==> src/rtl/axi_line_writer.sv <==
// axi_line_writer: issues one 128-bit write-buffer line as a single 4-beat INCR AXI4 burst,
// then pulses done_o (with err_o) once the B response arrives.
module axi_line_writer #(
   parameter int              ID_W   = 4,
   parameter logic [ID_W-1:0] AXI_ID = '0
) (
   input  logic            clk,
   input  logic            rst,
   input  logic            wen_i,
   input  logic [31:0]     waddr_i,
   input  logic [127:0]    wdata_i,
   output logic            done_o,
   output logic            err_o,
   output logic            busy_o,
   output logic            awvalid,
   input  logic            awready,
   output logic [31:0]     awaddr,
   output logic [7:0]      awlen,
   output logic [2:0]      awsize,
   output logic [1:0]      awburst,
   output logic [ID_W-1:0] awid,
   output logic            wvalid,
   input  logic            wready,
   output logic [31:0]     wdata,
   output logic [3:0]      wstrb,
   output logic            wlast,
   input  logic            bvalid,
   output logic            bready,
   input  logic [1:0]      bresp
);
   typedef enum logic [2:0] {IDLE, AW, W, B, DONE} state_t;
   state_t       state, state_nx;
   logic [27:0]  addr_q;
   logic [127:0] line_q;
   logic [1:0]   cnt;
   logic         err_q;
   assign awlen   = 8'd3;
   assign awsize  = 3'b010;
   assign awburst = 2'b01;
   assign awid    = AXI_ID;
   assign wstrb   = 4'hF;
   always_ff @(posedge clk) begin
      if (rst) state <= IDLE;
      else     state <= state_nx;
   end
   always_comb begin
      state_nx = state;
      case (state)
         IDLE:    state_nx = wen_i ? AW : IDLE;
         AW:      state_nx = awready ? W : AW;
         W:       state_nx = (wready && cnt == 2'd3) ? B : W;
         B:       state_nx = bvalid ? DONE : B;
         DONE:    state_nx = IDLE;
         default: state_nx = IDLE;
      endcase
   end
   // The line is captured once per request, so input changes mid-burst cannot leak into beats.
   always_ff @(posedge clk) begin
      if (rst) begin
         addr_q <= '0;
         line_q <= '0;
         cnt    <= '0;
         err_q  <= 1'b0;
      end else begin
         if (state == IDLE && wen_i) begin
            addr_q <= waddr_i[31:4];
            line_q <= wdata_i;
            cnt    <= '0;
         end
         if (state == W && wready) cnt <= cnt + 2'd1;
         if (state == B && bvalid) err_q <= bresp != 2'b00;
      end
   end
   always_comb begin
      awvalid = state == AW;
      wvalid  = state == W;
      wlast   = state == W && cnt == 2'd3;
      bready  = state == B;
      done_o  = state == DONE;
      err_o   = state == DONE && err_q;
      busy_o  = state != IDLE;
      awaddr  = {addr_q, 4'h0};
      wdata   = line_q[{cnt, 5'd0} +: 32];
   end
endmodule

==> config.mk <==
export PLATFORM = sky130hd
export DESIGN_NAME = axi_line_writer
export DESIGN_NICKNAME = d
export VERILOG_FILES = /design/src/rtl/axi_line_writer.sv
export SDC_FILE = /design/constraint.sdc
export NUM_CORES = 1
export LEC_CHECK = 0
export BUFFER_PORTS_ARGS = -buffer_cell sky130_fd_sc_hd__buf_2
export CAP_MARGIN = 10
export CORE_ASPECT_RATIO = 0.75
export CORE_MARGIN = 3
export CORE_UTILIZATION = 45
export CTS_BUF_LIST = sky130_fd_sc_hd__clkbuf_4
export CTS_CLUSTER_DIAMETER = 100
export DETAILED_ROUTE_END_ITERATION = 16
export GPL_TIMING_DRIVEN = 1
export PLACE_DENSITY_LB_ADDON = 0.25
export SETUP_SLACK_MARGIN = 0.02
export SLEW_MARGIN = 20
export SYNTH_ARGS = -nofsm -noshare
export SYNTH_HDL_FRONTEND = slang
export SYNTH_SLANG_ARGS = --single-unit
==> constraint.sdc <==
create_clock -name clk -period 1.6 [get_ports clk]
set_input_delay 0.32 -clock clk [delete_from_list [all_inputs] [get_ports clk]]
set_output_delay 0.32 -clock clk [all_outputs]
set_load 0.02 [all_outputs]
==> results list <==
* Status: complete, but fails checks
- The checks that failed: setup timing.
* DRC violation total after the first TritonRoute iteration: 680
- Period Utilization, post-route: 1.377
* Most congested layer reported by global routing: met2
- From synthesis to final layout, the design area changed by 88.05%.
- The tool flagged a number of max-cap violations equal to 0.
- The clock reaches the later pin of the worst-skew pair after 0.57 ns.
- Dominant combinational cell family by area after synthesis: simple AND/OR/NAND/NOR gates
- Remaining Overflow, GRT: 0
- Type of the worst setup path: reg2out
- Once layout is complete, the cells apart from fillers number 1440.
* Multi-input gate area in the final layout: 4436 µm²
* Via-to-Cell Ratio: 5.674
- Number of remaining DRC errors: 0
- Of the total synthesized cell area, the portion taken by full adders, half adders and majority gates is 0.001864.
* Vias in the first global route: 6560
- I/O pin cnt: 260
- Number of clock sinks: 162
* Port Buffers: 230
* GR met1 Demand/Resource: 0.3070
* Final-layout setup total negative slack: -66.89 ns
- Pre-CTS worst setup slack: 0.008068 ns
- Compound-cell area share of the yosys netlist: 0.1228
- After the last flow step, the layout net total stands at 1398.
* RSZ-0062 raised after global routing: true
- Measured along the x axis, the die boundary spans 147.0 µm.
- Number of enable-type register cells in the synthesized netlist: 0
* Number of flip-flops and latches in the synthesized netlist: 162
- Total wirelength of the detailed-routed design: 33580 µm
- The worst-case IR drop observed on VDD is 0.6792 mV.
* Req. time, crit path: 1.28 ns
* Clock edge transition at the registers on the reported setup and hold paths: 0.12 ns
- Final min period: 2.203 ns
- For this run, global-route usage on met2 was measured as 0.4185.
- Yosys printed 0 warnings.
* Asr flop ratio synth: 0
* Final setup violation count: 197
- Of the total synthesized cell area, the portion taken by XOR and XNOR cells is 0.
- Skew final: 0.03486 ns
- Summing all flip-flop and latch instances after layout gives 3254 µm².
- By count the netlist is led by nand2_1 (313), dfxtp_1 (162), a21oi_1 (160).
- For this design the static power due to leakage is 5.507 nW.
* Estimated wirelength of the detail-placed design: 12480 µm
* Number of antenna violations at the first check in global routing: 3
* Site row count: 37
- Power density of the placed cells: 824.1 nW/µm²
- The path class of the tightest hold or removal check is in2reg.
- Starting Density: 0.4739
- Fill cells in the final layout number 580.
- Across all layers, the routed design uses 8171 vias.
- Derived from the worst setup path, the maximum achievable clock frequency is 0.4539 GHz.
- Count of endpoints failing hold in the final timing report: 0
* Area of the core region: 14170 µm²
- The cell sitting at the root of the clock tree is a clkbuf_4.
* Utilization of the core after routing: 0.8911
- Die H: 111.8 µm
* Final Worst Setup Slack: -0.6030 ns
* Proportion of synthesized chip area in sequential cells: 0.4831
- In this run the deepest clock path goes through 2 buffers.
- Once detail routing completed, the nets flagged for antenna violations numbered 0.
- TritonCTS created 17 clock buffers.
* Top FF cell, synth: dfxtp_1
- TritonCTS built the clock tree.
- Final GP Congestion: 0.7890
- Count of unique library cells instantiated by Yosys: 29
- Placed cells: 1175
- Leading cell types by total area after synthesis: dfxtp_1 (48%), nand2_1 (18%), a21oi_1 (12%), mux4_2 (11%), buf_4 (2.9%)
- The H-tree was split into 4 levels.
* Combined area of all synthesized cells: 6713 µm²
- Post-synthesis mux area share: 0.1074
- Largest net degree at the start of global routing: 74
* Max-slew violation total from the final report: 0
- Die Footprint: 16430 µm²
* First-pass GRT wire length: 33320 µm
* Nature of the critical path startpoint: register
- WL per Instance: 23.32 µm
- For this run, the total global-route usage over all layers was measured as 0.2472.
* Synthesized area per cell: 8.529 µm²
- Most frequent cell after synthesis: nand2_1
* Post-Syn Instances: 787
- Share of final-layout standard cells stronger than drive strength 1: 0.5592
* Top cell type's share of synthesized area: 0.4831
* Pre-antenna DRT Iters: 5
- Fraction of met3 tracks used by global routing: 0.06794
* Largest fanout on the critical path: 15
- Summed over all instances, the cell type with the most area after synthesis is dfxtp_1.
- For the worst setup path, the data arrival time is 1.88 ns.
* Worst setup EP type: output pin
- Of the total synthesized cell area, the portion taken by AND, OR, NAND and NOR gates is 0.1983.
flip-flops by register name, indices dropped and copies added, names as in the netlist:
register	flops
err_q	1
addr_q	28
state	3
cnt	2
line_q	128
routing by layer:
metal / vias up / routed length (µm)
li1: 3476 / -
met1: 3990 / 12050
met2: 545 / 17210
met3: 160 / 2629
met4: 0 / 1694
met5: - / 0
per-stage QoR:
| stage | hold slack [ns] | area [µm²] | total power [mW] |
|---|---|---|---|
| 2_1_floorplan | 0.4331 | 6830 | 5.616 |
| 3_3_place_gp | 0.4386 | 8045 | 6.106 |
| 3_5_place_dp | 0.4439 | 8045 | 6.133 |
| 4_1_cts | 0.001778 | 9887 | 8.620 |
| 5_1_grt | 0.006513 | 12620 | 10.71 |
| 6_report | 0.03684 | 12620 | 10.40 |
final timing paths:
| kind | start | to | slack, ns | depth (start not counted) |
|---|---|---|---|---|
| setup / recovery | cnt[0] | wdata[20] | -0.60 | 3 |
| hold / removal | wdata_i[64] | line_q[64] | 0.04 | 3 |
| setup reg to reg | state[0] | line_q[49] | -0.42 | 9 |
| hold reg to reg | addr_q[21] | addr_q[21] | 0.47 | 2 |
kinds of logic after synthesis:
kind of cell | after synthesis
simple gates | 337
buf+inv | 90
mux | 32
compound gates | 163
flops | 162
other cells | 2
fa+ha+maj | 1
worst max-delay path: stages (launching register included):
cell and delay (ns):
dfxtp_4 0.41, buf_12 0.19, mux4_2 0.54, buf_2 0.18
layout make-up:
cell class | count | area share
antenna | 4 | 0.0007929
clock buffer | 18 | 0.01070
clock inverter | 13 | 0.008227
inverter | 1 | 0.0004956
multi-input combinational | 560 | 0.3514
sequential | 162 | 0.2578
tap | 195 | 0.01933
timing repair buffer | 487 | 0.3513
power by group:
group / internal, mW / switching, mW
registers: 4.33 / 0.264
logic: 1.72 / 1.75
clock network: 0.648 / 1.69
cells in the final DEF, fill, tap and decap left out, drive strengths merged, types with 5 or more instances in the layout:
| master | n |
|---|---|
| nand2 | 313 |
| buf | 311 |
| dfxtp | 162 |
| a21oi | 160 |
| dlygate4sd3 | 154 |
| clkbuf | 40 |
| mux4 | 32 |
| conb | 25 |
| inv | 6 |
| nor3 | 5 |
timing repair:
item	4_1_cts	5_1_grt
hold buffers	149	5
pin swaps	2	215
endpoints found under the hold margin	149	5
endpoints found under the setup margin	39	185
cloned	0	45
buffers inserted	5	29
resized for setup	25	465
Note: power is estimated with default switching activity, not from simulation.
